### src/rtl/fb_conditioner_pkg.sv
// Shared constants and helpers for the PLL feedback conditioner.
// NOSIG_CYC is derived from the clock and minimum input frequency so the PLL core's lockout agrees.
package fb_conditioner_pkg;

   localparam int CLK_HZ          = 50_000_000;
   localparam int FREQ_MIN_HZ     = 50_000;
   localparam int NOSIG_CYC_DEF   = CLK_HZ / FREQ_MIN_HZ * 2;
   localparam int SYNC_STAGES_DEF = 2;
   localparam int GLITCH_CYC_DEF  = 4;
   localparam int PERIOD_W_DEF    = 20;

   function automatic logic [7:0] sat_inc8(input logic [7:0] v);
      return (v == 8'hFF) ? v : v + 8'd1;
   endfunction

endpackage

### src/rtl/fb_conditioner_if.sv
// Conditioned-feedback bus: raw pin in, clean level/strobes/measurements out.
interface fb_conditioner_if
   import fb_conditioner_pkg::*;
#(
   parameter int PERIOD_W = PERIOD_W_DEF
);
   logic                fb_u;
   logic                fb;
   logic                fb_rise;
   logic [PERIOD_W-1:0] period;
   logic                period_valid;
   logic                nosig;
   logic [7:0]          glitch_cnt;

   modport slave (
      input  fb_u,
      output fb, fb_rise, period, period_valid, nosig, glitch_cnt
   );

   modport master (
      output fb_u,
      input  fb, fb_rise, period, period_valid, nosig, glitch_cnt
   );
endinterface

### src/rtl/fb_sync_filter.sv
// Synchroniser and glitch filter for the raw feedback pin.
// fb only follows the synced input after GLITCH_CYC consecutive disagreeing cycles.
module fb_sync_filter
   import fb_conditioner_pkg::*;
#(
   parameter int SYNC_STAGES = SYNC_STAGES_DEF,
   parameter int GLITCH_CYC  = GLITCH_CYC_DEF
)(
   input  logic       clk_50,
   input  logic       rst_n,
   input  logic       fb_u,
   output logic       fb,
   output logic       fb_rise,
   output logic       fb_edge,
   output logic [7:0] glitch_cnt
);

   localparam int STAB_W = (GLITCH_CYC > 1) ? $clog2(GLITCH_CYC) : 1;
   localparam logic [STAB_W-1:0] STAB_LAST = STAB_W'(GLITCH_CYC - 1);

   logic [SYNC_STAGES-1:0] sync_q, sync_d;
   logic [STAB_W-1:0]      stab_q, stab_d;
   logic                   fb_q, fb_d;
   logic                   rise_q, rise_d;
   logic                   edge_q, edge_d;
   logic [7:0]             glitch_q, glitch_d;
   logic                   fb_s;

   assign fb_s = sync_q[SYNC_STAGES-1];

   always_comb begin
      sync_d   = {sync_q[SYNC_STAGES-2:0], fb_u};
      stab_d   = stab_q;
      fb_d     = fb_q;
      rise_d   = 1'b0;
      edge_d   = 1'b0;
      glitch_d = glitch_q;
      if (fb_s != fb_q) begin
         if (stab_q == STAB_LAST) begin
            fb_d   = fb_s;
            stab_d = '0;
            edge_d = 1'b1;
            rise_d = fb_s;
         end else begin
            stab_d = stab_q + STAB_W'(1);
         end
      end else if (stab_q != '0) begin
         // Input fell back before the run completed: that pulse was a glitch
         stab_d   = '0;
         glitch_d = sat_inc8(glitch_q);
      end
   end

   always_ff @(posedge clk_50 or negedge rst_n) begin
      if (!rst_n) begin
         sync_q   <= '0;
         stab_q   <= '0;
         fb_q     <= 1'b0;
         rise_q   <= 1'b0;
         edge_q   <= 1'b0;
         glitch_q <= '0;
      end else begin
         sync_q   <= sync_d;
         stab_q   <= stab_d;
         fb_q     <= fb_d;
         rise_q   <= rise_d;
         edge_q   <= edge_d;
         glitch_q <= glitch_d;
      end
   end

   assign fb         = fb_q;
   assign fb_rise    = rise_q;
   assign fb_edge    = edge_q;
   assign glitch_cnt = glitch_q;

endmodule

### src/rtl/fb_conditioner.sv
// Feedback conditioner: clean fb level, rise-to-rise period measurement and loss-of-signal flag.
module fb_conditioner
   import fb_conditioner_pkg::*;
#(
   parameter int SYNC_STAGES = SYNC_STAGES_DEF,
   parameter int GLITCH_CYC  = GLITCH_CYC_DEF,
   parameter int PERIOD_W    = PERIOD_W_DEF,
   parameter int NOSIG_CYC   = NOSIG_CYC_DEF
)(
   input  logic             clk_50,
   input  logic             rst_n,
   fb_conditioner_if.slave  bus
);

   localparam int LS_W = $clog2(NOSIG_CYC + 1);
   localparam logic [LS_W-1:0]     LS_MAX  = LS_W'(NOSIG_CYC);
   localparam logic [PERIOD_W-1:0] PER_MAX = '1;

   logic       fb, fb_rise, fb_edge;
   logic [7:0] glitch_cnt;

   logic [PERIOD_W-1:0] per_q, per_d;
   logic [PERIOD_W-1:0] period_q, period_d;
   logic                pvalid_q, pvalid_d;
   logic                armed_q, armed_d;
   logic [LS_W-1:0]     ls_q, ls_d;
   logic                nosig_q, nosig_d;

   fb_sync_filter #(
      .SYNC_STAGES (SYNC_STAGES),
      .GLITCH_CYC  (GLITCH_CYC)
   ) u_filter (
      .clk_50     (clk_50),
      .rst_n      (rst_n),
      .fb_u       (bus.fb_u),
      .fb         (fb),
      .fb_rise    (fb_rise),
      .fb_edge    (fb_edge),
      .glitch_cnt (glitch_cnt)
   );

   always_comb begin
      per_d    = (per_q == PER_MAX) ? per_q : per_q + PERIOD_W'(1);
      period_d = period_q;
      pvalid_d = 1'b0;
      armed_d  = armed_q;
      if (fb_rise) begin
         per_d   = PERIOD_W'(1);
         armed_d = 1'b1;
         // A saturated counter means the interval overflowed, so it is not reported
         if (armed_q && (per_q != PER_MAX)) begin
            period_d = per_q;
            pvalid_d = 1'b1;
         end
      end else if (nosig_q) begin
         armed_d = 1'b0;
      end

      ls_d    = (ls_q == LS_MAX) ? ls_q : ls_q + LS_W'(1);
      nosig_d = (ls_q == LS_MAX);
      if (fb_edge) begin
         ls_d    = '0;
         nosig_d = 1'b0;
      end
   end

   always_ff @(posedge clk_50 or negedge rst_n) begin
      if (!rst_n) begin
         per_q    <= '0;
         period_q <= '0;
         pvalid_q <= 1'b0;
         armed_q  <= 1'b0;
         ls_q     <= '0;
         nosig_q  <= 1'b0;
      end else begin
         per_q    <= per_d;
         period_q <= period_d;
         pvalid_q <= pvalid_d;
         armed_q  <= armed_d;
         ls_q     <= ls_d;
         nosig_q  <= nosig_d;
      end
   end

   assign bus.fb           = fb;
   assign bus.fb_rise      = fb_rise;
   assign bus.period       = period_q;
   assign bus.period_valid = pvalid_q;
   assign bus.nosig        = nosig_q;
   assign bus.glitch_cnt   = glitch_cnt;

endmodule

### src/flat_wrapper.sv
// flat-port wrapper written by rule: the top's interface ports become plain ports
module fb_conditioner_flat import fb_conditioner_pkg::*;
#(
   parameter int SYNC_STAGES = SYNC_STAGES_DEF,
   parameter int GLITCH_CYC  = GLITCH_CYC_DEF,
   parameter int PERIOD_W    = PERIOD_W_DEF,
   parameter int NOSIG_CYC   = NOSIG_CYC_DEF
)
  (clk_50, rst_n, bus_fb_u, bus_fb, bus_fb_rise, bus_period, bus_period_valid, bus_nosig, bus_glitch_cnt);
  fb_conditioner_if #(.PERIOD_W(PERIOD_W)) bus_i ();
  input  logic clk_50;
  input  logic rst_n;
  input wire logic [$bits(bus_i.fb_u)-1:0] bus_fb_u;
  output wire logic [$bits(bus_i.fb)-1:0] bus_fb;
  output wire logic [$bits(bus_i.fb_rise)-1:0] bus_fb_rise;
  output wire logic [$bits(bus_i.period)-1:0] bus_period;
  output wire logic [$bits(bus_i.period_valid)-1:0] bus_period_valid;
  output wire logic [$bits(bus_i.nosig)-1:0] bus_nosig;
  output wire logic [$bits(bus_i.glitch_cnt)-1:0] bus_glitch_cnt;
  assign bus_i.fb_u = bus_fb_u;
  assign bus_fb = bus_i.fb;
  assign bus_fb_rise = bus_i.fb_rise;
  assign bus_period = bus_i.period;
  assign bus_period_valid = bus_i.period_valid;
  assign bus_nosig = bus_i.nosig;
  assign bus_glitch_cnt = bus_i.glitch_cnt;
  fb_conditioner #(.SYNC_STAGES(SYNC_STAGES), .GLITCH_CYC(GLITCH_CYC), .PERIOD_W(PERIOD_W), .NOSIG_CYC(NOSIG_CYC)) u_core (.clk_50(clk_50), .rst_n(rst_n), .bus(bus_i));
endmodule
### config.mk
export PLATFORM = sky130hd
export DESIGN_NAME = fb_conditioner_flat
export DESIGN_NICKNAME = d
export VERILOG_FILES = /design/src/rtl/fb_conditioner_pkg.sv /design/src/rtl/fb_conditioner_if.sv /design/src/rtl/fb_sync_filter.sv /design/src/rtl/fb_conditioner.sv /design/src/flat_wrapper.sv
export SDC_FILE = /design/constraint.sdc
export NUM_CORES = 1
export LEC_CHECK = 0
export CORE_ASPECT_RATIO = 1.5
export CORE_MARGIN = 8
export CORE_UTILIZATION = 50
export DETAILED_ROUTE_END_ITERATION = 16
export PLACE_DENSITY = 0.72
export SLEW_MARGIN = 0
export SYNTH_ARGS = -nofsm -noshare
export SYNTH_HDL_FRONTEND = slang
export SYNTH_SLANG_ARGS = --single-unit
export TNS_END_PERCENT = 30
### constraint.sdc
create_clock -name clk_50 -period 4.4 [get_ports clk_50]
set_input_delay 0.88 -clock clk_50 [delete_from_list [all_inputs] [get_ports clk_50]]
set_output_delay 0.88 -clock clk_50 [all_outputs]
set_load 0.05 [all_outputs]
==> flow_metrics.tcl, run 1 <==
set metrics [dict create \
    outcome "completed" \
    drc_errors 0 \
    drt_wl_total_um 6552 \
    worst_pin_slew_ns 1.244 \
    portBuffers 34 \
    synth_simple_gate_area_frac 0.1982 \
    syn_nets 301 \
    yosys.area_share.adder 0.02292 \
    worst-path-max-fanout 25 \
    crit_family "buffers and inverters" \
    synthArstFlopShare 1.000 \
    first_pass_iters 4 \
    clk_pin_slew_worst_paths_ns 0.06 \
    synth.most_common_cell "dfrtp_1" \
    synthMuxAreaShare 0.09167 \
    grt_first_pass_wirelength_um 11360 \
    fill_cells 544 \
    cp-end-kind "output pin" \
    drt_iter0_markers 110 \
    clock_latency_ns 0.35 \
    fin_setup_tns_ns 0 \
    hold_viol 0 \
    gr-total-overflow 0 \
    p_per_area_mw_per_mm2 603.0 \
    area_growth_pct 18.75 \
    dominantRegCellSynth "dfrtp_1" \
    syn-mean-instance-area_um2 11.22 \
    r2r_start "u_core.u_filter.fb_rise$_DFF_PN0_" \
    fin_nets 338 \
    synthTopCellsByCount "dfrtp_1, nor2_1, a21oi_1" \
    ys_seq_elements 69 \
    min-delay-start "u_core.u_filter.sync_q[0]$_DFF_PN0_" \
    ctsResizeCount 0 \
    cp.arrival_ns 2.15 \
    root_buffer "clkbuf_8" \
    ys_types 51 \
    syn_area_mm2 0.003276 \
    antenna_found_initial 0 \
    drv_cap 0 \
    ant_nets 0 \
    rows 36 \
    crit_start "u_core.u_filter.fb_rise$_DFF_PN0_" \
    cts_sinks 69 \
    yosys.area_share.xor_xnor 0.03209 \
    postCtsSetupBuffers 0 \
    start_util 0.5085 \
    crit_chain "clkdlybuf4s50_1" \
    gp_congestion 0.8270 \
    synth_edf_count 0 \
    synthCells 292 \
    slew_headroom 0.1705 \
    cts_tree "yes" \
    report.final.slew_viol_count 0 \
    fin_util 0.6039 \
    antennaDiodeCount 0 \
    fmax_ghz 0.3297 \
    die_y_um 115.1 \
    dp_cells 394 \
    numCtsBuffers 9 \
    setup-violations-final 0 \
    synth_top_family_by_area "simple AND/OR/NAND/NOR gates" \
    synthTopCellsByArea "dfrtp_1, mux2_4, mux2_1, a21oi_1, nor2_1" \
    clock_skew_ns 0.01510 \
    io-pin-count 35 \
    die_area_mm2 0.009450 \
    finalCritPeriodShare 0.6894 \
    critPathSlowestCell "clkdlybuf4s50_1" \
    yosysSeqAreaShare 0.5271 \
    vias 2381 \
    fin_cells 410 \
    grt_start_max_net_pins 44 \
    cp_slowest_stage_delay_ns 0.96 \
    wl_per_cell_um 15.98 \
    hold_buffers 0 \
    path_class "flip-flop to output pin" \
    cp.required_ns 3.52 \
    hp-class "flip-flop to flip-flop" \
    grtUsageTotal 0.1528 \
    coreArea_mm2 0.006441 \
    synth_compound_area_frac 0.1016 \
    min_period_ns 3.033 \
    critPathLaunchType "flip-flop" \
    die_w_um 82.09 \
    vdd_drop_max_mv 0.3707 \
    drive_gt1_frac 0.09880 \
    grt_setup_unrepaired "no" \
    grt_pass1_vias 2514 \
    yosys_warnings 0 \
    synth_top_area_cell "dfrtp_1" \
    critical_path.n_buffers_inverters 1 \
    leakage_nw 1.750 \
    cts_max_level 3 \
    viasPerCell 5.807 \
    netlist.area_leader.share 0.5271 \
    dp_hpwl_um 4589 \
    ctsLongestPathBuffers 2 \
]
## cell families (layout without fill, tap and decap cells)
| group | Yosys count | count (layout) |
|---|---|---|
| multiplexers | 24 | 24 |
| buffers and inverters | 19 | 61 |
| XOR/XNOR | 12 | 12 |
| AO/OA/AOI/OAI | 52 | 52 |
| AND/OR/NAND/NOR | 110 | 110 |
| adder cells (fa/ha/maj) | 6 | 6 |
| flip-flops | 69 | 69 |
## through the flow
stage / cell area [µm²] / power, mW / hold slack [ns] / worst slack (ns)
floorplan: 3276 / 1.520 / 0.3312 / 2.398
global placement: 3665 / 1.761 / 0.3351 / 1.710
CTS: 3890 / 2.372 / 0.3527 / 1.361
detailed placement: 3665 / 1.784 / 0.3403 / 1.684
global route: 3890 / 2.485 / 0.3645 / 1.238
finish: 3890 / 2.346 / 0.3535 / 1.367
## sequential cells by signal, summed over array words and instances, names as in the netlist
name / cells
u_core.bus.period: 20
u_core.per_q: 20
u_core.ls_q: 11
u_core.u_filter.glitch_cnt: 8
u_core.u_filter.stab_q: 2
u_core.u_filter.sync_q: 2
u_core.armed_q: 1
u_core.bus.nosig: 1
u_core.bus.period_valid: 1
u_core.u_filter.fb: 1
u_core.u_filter.fb_edge: 1
u_core.u_filter.fb_rise: 1
## cell type report
class	count	area [µm²]	area share
clock buffer	12	155.1	0.03988
clock inverter	4	70.07	0.01801
inverter	10	37.54	0.009649
multi-input combinational	204	1463	0.3760
sequential	69	1727	0.4439
tap	76	95.09	0.02445
timing repair buffer	35	342.8	0.08813
## path summary, 6_finish.rpt
| path | slack (ns) | cells after the start | endpoint |
|---|---|---|---|
| min | 0.35 | 0 | u_core.u_filter.sync_q[1]$_DFF_PN0_ |
| max | 1.37 | 1 | bus_fb_rise |
| min in group asynchronous | 0.68 | 1 | u_core.per_q[15]$_DFFE_PN0P_ |
| max in group asynchronous | 2.81 | 2 | u_core.u_filter.stab_q[1]$_DFFE_PN0P_ |
| max reg2reg | 1.66 | 3 | u_core.bus.period[3]$_DFFE_PN0P_ |
| min reg2reg | 0.35 | 0 | u_core.u_filter.sync_q[1]$_DFF_PN0_ |
## cell usage in the layout, fill, tap and decap left out, drive strengths merged, types with 12 or more instances in the layout
| cell | instances |
|---|---|
| a21oi | 22 |
| clkbuf | 12 |
| clkdlybuf4s50 | 33 |
| dfrtp | 69 |
| mux2 | 21 |
| nand2 | 15 |
| nand3 | 14 |
| nand4 | 12 |
| nor2 | 24 |
| nor3 | 13 |
## power by group
| group | switching (mW) | internal (mW) | total (mW) |
|---|---|---|---|
| sequential | 0.187 | 0.788 | 0.975 |
| combinational | 0.493 | 0.299 | 0.792 |
| clock | 0.230 | 0.349 | 0.578 |
| total | 0.910 | 1.44 | 2.35 |
## per-layer routing
layer | wire (µm) | GRT usage
met2 | 3375 | 0.2622
met1 | 2712 | 0.1663
met5 | 0 | 0
met4 | 163 | 0.07059
met3 | 301 | 0.04460
Note: power is estimated with default switching activity, not from simulation.
==> inputs of run 2 (changes only) <==
--- a/config.mk
+++ b/config.mk
@@ -9,7 +9,7 @@
 export CORE_MARGIN = 8
 export CORE_UTILIZATION = 50
 export DETAILED_ROUTE_END_ITERATION = 16
-export PLACE_DENSITY = 0.72
+export PLACE_DENSITY = 0.75
 export SLEW_MARGIN = 0
 export SYNTH_ARGS = -nofsm -noshare
 export SYNTH_HDL_FRONTEND = slang
==> constraint.sdc (replaced) <==
create_clock -name clk_50 -period 2.5 [get_ports clk_50]
set_input_delay 0.5 -clock clk_50 [delete_from_list [all_inputs] [get_ports clk_50]]
set_output_delay 0.5 -clock clk_50 [all_outputs]
set_load 0.05 [all_outputs]
==> flow_metrics.tcl, run 2 (synthesized netlist as in run 1, its figures left out) <==
set metrics [dict create \
    outcome "completed" \
    vdd_drop_max_mv 0.8359 \
    final_common_cell "dfrtp_1" \
    cts_max_level 3 \
    wl_per_cell_um 16.17 \
    portBuffers 34 \
    root_buffer "clkbuf_8" \
    fin_nets 345 \
    setup-violations-final 0 \
    worst-path-max-fanout 10 \
    whs_ns 0.1319 \
    clk_pin_slew_worst_paths_ns 0.07 \
    ctsLongestPathBuffers 2 \
    slew_headroom 0.6363 \
    final_cell_mix "dfrtp_1, clkdlybuf4s50_1, nor2_1" \
    drive_gt1_frac 0.1232 \
    fin_setup_tns_ns 0 \
    die_area_mm2 0.009450 \
    clock_skew_ns 0.005877 \
    vias 2401 \
    gp_congestion 0.8469 \
    reg2reg_depth 6 \
    p_per_area_mw_per_mm2 1068 \
    grtUsageTotal 0.1612 \
    crit_start "u_core.per_q[0]$_DFFE_PN0P_" \
    drt_wl_total_um 6744 \
    postCtsSetupBuffers 0 \
    grt_setup_unrepaired "no" \
    drc_errors 0 \
    grt_start_max_net_pins 48 \
    numCtsBuffers 9 \
    leakage_nw 1.795 \
    rows 36 \
    clock_latency_ns 0.35 \
    hold_viol 0 \
    cp-end-kind "flip-flop" \
    report.final.slew_viol_count 0 \
    io-pin-count 35 \
    die_w_um 82.09 \
    viasPerCell 5.758 \
    cp.arrival_ns 2.44 \
    dp_cells 401 \
    ctsResizeCount 0 \
    worst_pin_slew_ns 0.5413 \
    r2r_start "u_core.per_q[0]$_DFFE_PN0P_" \
    coreArea_mm2 0.006441 \
    path_class "flip-flop to flip-flop" \
    hp-class "input port to asynchronous set/reset pin" \
    fin_cells 417 \
    rrSetupSlack_ns 0.29 \
    critPathLaunchType "flip-flop" \
    cts_sinks 69 \
    antennaDiodeCount 0 \
    drt_iter0_markers 151 \
    die_y_um 115.1 \
    first_pass_iters 4 \
    dp_hpwl_um 4786 \
    drv_cap 0 \
    grt_first_pass_wirelength_um 11850 \
    reg2reg_to "u_core.bus.period[9]$_DFFE_PN0P_" \
    ant_nets 0 \
    start_util 0.5085 \
    antenna_found_initial 0 \
    grt_pass1_vias 2476 \
    gr-total-overflow 0 \
    fmax_ghz 0.4523 \
    finalCritPeriodShare 0.8843 \
    cp.required_ns 2.73 \
    min_period_ns 2.211 \
    area_growth_pct 21.35 \
    cts_tree "yes" \
    hold_buffers 0 \
]
==> run 2: changes by cell type in the layout (fill, tap and decap cells not counted), sizes merged <==
cell,before,now
clkinv,2,1
clkdlybuf4s50,33,32
clkbuf,12,10
clkinvlp,0,2
buf,2,10
bufinv,2,3
==> run 2: layout make-up <==
| cell class | count | area (µm²) |
|---|---|---|
| Fill cell | 544 | 2466 |
| Sequential cell | 69 | 1727 |
| Clock buffer | 10 | 137.6 |
| Tap cell | 76 | 95.09 |
| Inverter | 10 | 37.54 |
| Multi-Input combinational cell | 204 | 1463 |
| Timing Repair Buffer | 42 | 405.4 |
| Clock inverter | 6 | 110.1 |
==> run 2: how the worst max path moves through the flow <==
stage / to / slack, ns / cells after the start
2_1_floorplan: u_core.bus.period[10]$_DFFE_PN0P_ / 0.50 / 5
3_3_place_gp: u_core.bus.period[9]$_DFFE_PN0P_ / 0.36 / 6
3_5_place_dp: u_core.bus.period[19]$_DFFE_PN0P_ / 0.30 / 6
4_1_cts: u_core.bus.period[9]$_DFFE_PN0P_ / 0.28 / 6
5_1_grt: u_core.bus.period[9]$_DFFE_PN0P_ / 0.17 / 6
6_report: u_core.bus.period[9]$_DFFE_PN0P_ / 0.29 / 6
==> run 2: stage by stage <==
step / setup slack [ns] / area (µm²) / utilization / power [mW]
2_1_floorplan: 0.4982 / 3276 / - / 2.675
3_3_place_gp: 0.3592 / 3727 / 0.5787 / 3.121
3_5_place_dp: 0.3012 / 3727 / 0.5787 / 3.163
4_1_cts: 0.2848 / 3975 / 0.6171 / 4.289
5_1_grt: 0.1690 / 3975 / 0.6171 / 4.519
6_report: 0.2892 / 3975 / 0.6171 / 4.245
==> run 2: where the power goes <==
group	internal (mW)	switching [mW]
registers	1.39	0.315
clock network	0.687	0.425
logic	0.541	0.890
==> run 2: metal layers <==
| layer | routed length [µm] | track usage | vias up |
|---|---|---|---|
| li1 | - | - | 1163 |
| met1 | 2788 | 0.1904 | 1181 |
| met2 | 3514 | 0.2585 | 49 |
| met3 | 341 | 0.05243 | 8 |
| met4 | 99 | 0.07059 | 0 |
| met5 | 0 | 0 | - |
==> run 2: worst max-delay path: stages, from the launching register on <==
cell     delay [ns]
dfrtp_1        0.41
ha_1           0.30
nand4_1        0.24
nor4_4         0.08
a21oi_2        0.44
buf_4          0.31
mux2_4         0.32
==> RTL edit 1, RTL diff (settings of run 1) <==
`GLITCH_CYC_DEF`: 4 -> 8.
--- a/src/rtl/fb_conditioner_pkg.sv
+++ b/src/rtl/fb_conditioner_pkg.sv
@@ -6,7 +6,7 @@
    localparam int FREQ_MIN_HZ     = 50_000;
    localparam int NOSIG_CYC_DEF   = CLK_HZ / FREQ_MIN_HZ * 2;
    localparam int SYNC_STAGES_DEF = 2;
-   localparam int GLITCH_CYC_DEF  = 4;
+   localparam int GLITCH_CYC_DEF  = 8;
    localparam int PERIOD_W_DEF    = 20;
 
    function automatic logic [7:0] sat_inc8(input logic [7:0] v);
Check against the original RTL: not equivalent (a bounded check fails within 10 cycles, from zero or initial values and one cycle with rst_n low).
==> RTL edit 1 against run 1 <==
Die area is 0.16% higher; sequential share of layout area grew 1.3 points; routed wire length fell by 1.1%; sequential power fell by 3.6%; worst setup slack got worse by 0.060 ns; power down 16%; sequential cell count up 1; synthesized area is 0.19% higher; final area is 1.4% lower; critical endpoint unchanged; largest cell class unchanged.
==> RTL edit 1: results (changes against run 1) <==
| Metric | Value |
|---|---|
| Status | `completed (unchanged)` |
| Cells after DPL | `398 (was 394)` |
| Peak supply drop | `0.490 mV (was 0.371 mV)` |
| Slew headroom | `0.208 (was 0.170)` |
| Vias in the first global route | `2,347 (was 2,514)` |
| R2r setup slk | `1.87 ns (was 1.66 ns)` |
| DP HPWL | `4470 µm (was 4590 µm)` |
| Largest net degree at the start of global routing | `42 (was 44)` |
| Register-to-Register Path Depth | `5 (was 3)` |
| Placed Area | `3670 µm² (was 3660 µm²)` |
| Vias per cell | `5.72 (was 5.81)` |
| First-pass GRT wire length | `11,000 µm (was 11,400 µm)` |
| Initial antenna violation count | `0 (unchanged)` |
| Clock transition at the registers of the reported paths | `0.07 ns` |
| Synth Instances | `296 (was 292)` |
| Syn_nets | `306 (was 301)` |
| Synth top area cells | `dfrtp_1, mux2_2, a21oi_1 (was dfrtp_1, mux2_4, mux2_1)` |
| Final instance area | `3840 µm² (was 3890 µm²)` |
| Hold path start | `u_core.u_filter.sync_q[0] (unchanged)` |
| Nets@finish | `343 (was 338)` |
| R2r startpoint | `u_core.per_q[0] (was u_core.u_filter.fb_rise)` |
| Seq/Total Area, Yosys | `0.534 (was 0.527)` |
| Switching share of power | `0.382 (was 0.388)` |
| Layout cells sized above 1 | `0.127 (was 0.0988)` |
| Gr usage total | `0.150 (was 0.153)` |
| Worst-path fanout max | `28 (was 25)` |
| Most frequent cells after synthesis | `dfrtp_1, nand2_1, mux2_2, nor2_1, a21oi_1 (was dfrtp_1, nor2_1, a21oi_1, nand2_1, nand3_1)` |
| Static leakage | `1.68 nW (was 1.75 nW)` |
| Detailed-route via count | `2,367 (was 2,381)` |
| Gpl congestion | `0.819 (was 0.827)` |
| Final clock skew | `0.00607 ns (was 0.0151 ns)` |
| WL final | `6480 µm (was 6550 µm)` |
| 1st-iter DRT viols | `92 (was 110)` |
| Filler instances | `551 (was 544)` |
| Worst R2R End | `u_core.bus.period[6] (was u_core.bus.period[3])` |
| Library cells used by synthesis | `50 (was 51)` |
-- RTL edit 1: cell types whose count changed after synthesis, sizes merged, moves of 4 or more --
cell | run 1 | this run
nor3 | 13 | 8
o31ai | 1 | 7
nand2 | 15 | 21
or4 | 1 | 9
or3 | 2 | 6
nor2 | 24 | 20
xnor2 | 4 | 8
-- RTL edit 1: cells by family after synthesis --
kind of cell             count (synthesis)  synth area share
AND/OR/NAND/NOR                        115             0.205
flip-flops                              70             0.534
AO/OA/AOI/OAI                           49            0.0946
multiplexers                            21            0.0717
XOR/XNOR                                17            0.0454
buffers and inverters                   17            0.0229
adder cells (fa/ha/maj)                  7            0.0267
-- RTL edit 1: per-layer routing --
layer / wire [µm] / GRT usage / part of all wire
met1: 2740 / 0.169 / 0.42
met2: 3370 / 0.246 / 0.52
met3: 270 / 0.0548 / 0.042
met4: 100 / 0.0671 / 0.015
met5: 0 / 0 / 0
-- RTL edit 1: power groups by stage --
| stage | sequential (mW) | combinational, mW | clock (mW) |
|---|---|---|---|
| CTS | 0.938 | 0.605 | 0.459 |
| global placement | 0.943 | 0.583 | 0 |
| finish | 0.940 | 0.596 | 0.442 |
| floorplan | 1.03 | 0.327 | 0 |
| global route | 0.961 | 0.662 | 0.491 |
| detailed placement | 0.948 | 0.600 | 0 |
-- RTL edit 1: layout make-up --
type,count,share of cell area
Tap cell,76,0.0248
Sequential cell,70,0.457
Clock buffer,15,0.0408
Multi-Input combinational cell,209,0.379
Clock inverter,1,0.00130
Timing Repair Buffer,35,0.0894
Inverter,8,0.00783
-- RTL edit 1: metrics by stage --
stage               setup WS, ns  hold WS (ns)
finish                      1.31         0.350
global placement            1.70         0.336
CTS                         1.27         0.353
global route                1.18         0.367
floorplan                   2.23         0.331
detailed placement          1.67         0.337
==> RTL edit 2, RTL diff (flow settings as in run 1) <==
Without the edit above. `ls_q` no longer has a reset.
--- a/src/rtl/fb_conditioner.sv
+++ b/src/rtl/fb_conditioner.sv
@@ -70,16 +70,18 @@
          period_q <= '0;
          pvalid_q <= 1'b0;
          armed_q  <= 1'b0;
-         ls_q     <= '0;
          nosig_q  <= 1'b0;
       end else begin
          per_q    <= per_d;
          period_q <= period_d;
          pvalid_q <= pvalid_d;
          armed_q  <= armed_d;
-         ls_q     <= ls_d;
          nosig_q  <= nosig_d;
       end
+   end
+
+   always_ff @(posedge clk_50) begin
+      ls_q <= ls_d;
    end
 
    assign bus.fb           = fb;
Behaviour: same outputs for any inputs over 10 cycles, from zero or initial values and one cycle with rst_n low; that may be too few to reach the edited logic, so the function may still have changed.
==> RTL edit 2 against run 1 <==
Power down 8.9%; sequential cell count unchanged; worst hold slack better by 0.012 ns; count of clock-buffer cells in the layout down 2; synthesized cell count down 3.4%; final area down 4.3%; largest cell class unchanged; synthesized area down 5.3%; worst setup slack better by 0.0032 ns; via count down 6.9%; routed wire length down 8.4%.
==> RTL edit 2: results (changes against run 1) <==
| Metric | Value |
|---|---|
| Synth top area cells | `dfrtp_1, mux2_2, dfxtp_1 (was dfrtp_1, mux2_4, mux2_1)` |
| Static leakage | `1.58 nW (was 1.75 nW)` |
| Buffers from clock root to sink, at most | `2 (unchanged)` |
| CP arrival | `2.15 ns (about the same)` |
| First-pass GRT wire length | `10,600 µm (was 11,400 µm)` |
| Slowest stage delay, CP | `0.95 ns` |
| Post-CTS Resized | `0 (unchanged)` |
| Layout cells sized above 1 | `0.166 (was 0.0988)` |
| DP HPWL | `4240 µm (was 4590 µm)` |
| Pre-CTS setup slack | `1.72 ns (was 1.68 ns)` |
| Root Buffer | `clkbuf_8 (unchanged)` |
| Syn_nets | `291 (was 301)` |
| Seq/Total Area, Yosys | `0.539 (was 0.527)` |
| Vias in the first global route | `2,292 (was 2,514)` |
| Gpl congestion | `0.841 (was 0.827)` |
| Most frequent cells after synthesis | `dfrtp_1, mux2_2, nor2_1, nand2_1, a21oi_1 (was dfrtp_1, nor2_1, a21oi_1, nand2_1, nand3_1)` |
| Slowest CP cell | `clkdlybuf4s50_1 (unchanged)` |
| Hold Path Class | `reg2reg (unchanged)` |
| H-Tree Depth | `3 (unchanged)` |
| Number of diodes | `0 (unchanged)` |
| Peak supply drop | `0.446 mV (was 0.371 mV)` |
| GRT overflow | `0 (unchanged)` |
| Port Buf Inserts | `34 (unchanged)` |
| Detailed-route via count | `2,217 (was 2,381)` |
| Clock transition at the registers of the reported paths | `0.07 ns` |
| Buffer count from post-CTS setup fixing | `0 (unchanged)` |
| Clock Latency Late Sink | `0.34 ns` |
| Gr usage total | `0.149 (was 0.153)` |
| Worst-path fanout max | `25 (unchanged)` |
| Nets@finish | `330 (was 338)` |
| Fraction of registers with async set/reset | `0.841 (was 1.00)` |
| Synth warnings | `0 (unchanged)` |
| DRT Pass-1 Iters | `4 (unchanged)` |
| Library cells used by synthesis | `39 (was 51)` |
| Slew headroom | `0.418 (was 0.170)` |
| Final clock skew | `0.00588 ns (was 0.0151 ns)` |
| Cells after DPL | `384 (was 394)` |
| Antenna viol nets, final | `0 (unchanged)` |
| Initial antenna violation count | `0 (unchanged)` |
| Placed Area | `3520 µm² (was 3660 µm²)` |
| Top delay family on crit path | `buffers and inverters (unchanged)` |
| Synth Instances | `282 (was 292)` |
| P_sw | `0.810 mW (was 0.910 mW)` |
| Status | `completed (unchanged)` |
| Largest net degree at the start of global routing | `59 (was 44)` |
| Num CTS Buffers | `9 (unchanged)` |
| Wire length per cell | `15.0 µm (was 16.0 µm)` |
| 1st-iter DRT viols | `89 (was 110)` |
| WL final | `6000 µm (was 6550 µm)` |
[RTL edit 2: metal layers]
| layer | routed length (µm) | global-route usage |
|---|---|---|
| met1 | 2460 | 0.164 |
| met2 | 3090 | 0.242 |
| met5 | 0 | 0 |
| met4 | 162 | 0.0854 |
| met3 | 287 | 0.0488 |
[RTL edit 2: layout make-up]
cell class / count / area [µm²]
Fill cell: 538 / 2370
Sequential cell: 69 / 1670
Multi-Input combinational cell: 195 / 1360
Timing Repair Buffer: 38 / 365
Clock buffer: 10 / 138
Tap cell: 74 / 92.6
Clock inverter: 6 / 62.6
Inverter: 8 / 30.0
[RTL edit 2: path summary, 6_finish.rpt]
kind                       cells past startpoint                 startpoint                        end  slack, ns
max reg2reg                                    4    u_core.u_filter.fb_rise      u_core.bus.period[14]       1.89
min reg2reg                                    0  u_core.u_filter.sync_q[0]  u_core.u_filter.sync_q[1]       0.37
min                                            0  u_core.u_filter.sync_q[0]  u_core.u_filter.sync_q[1]       0.37
max in group asynchronous                      2                      rst_n    u_core.u_filter.fb_edge       3.26
min in group asynchronous                      2                      rst_n      u_core.bus.period[13]       0.66
max                                            1    u_core.u_filter.fb_rise                bus_fb_rise       1.37
[RTL edit 2: power groups by stage]
stage	combinational, mW	sequential [mW]	clock (mW)
detailed placement	0.705	0.941	0
global placement	0.688	0.935	0
floorplan	0.310	1.10	0
CTS	0.708	0.931	0.529
finish	0.698	0.931	0.508
global route	0.762	0.961	0.552
[RTL edit 2: cell families (layout without fill, tap and decap cells)]
group,after synthesis,in the layout,synth area share
adders and majority gates,6,6,0.0242
xor gates and xnor gates,15,15,0.0424
AOI/OAI and AO/OA,39,39,0.0791
DFF,69,69,0.539
buffers and inverters,18,62,0.0238
muxes,30,30,0.109
and+or+nand+nor,105,105,0.183
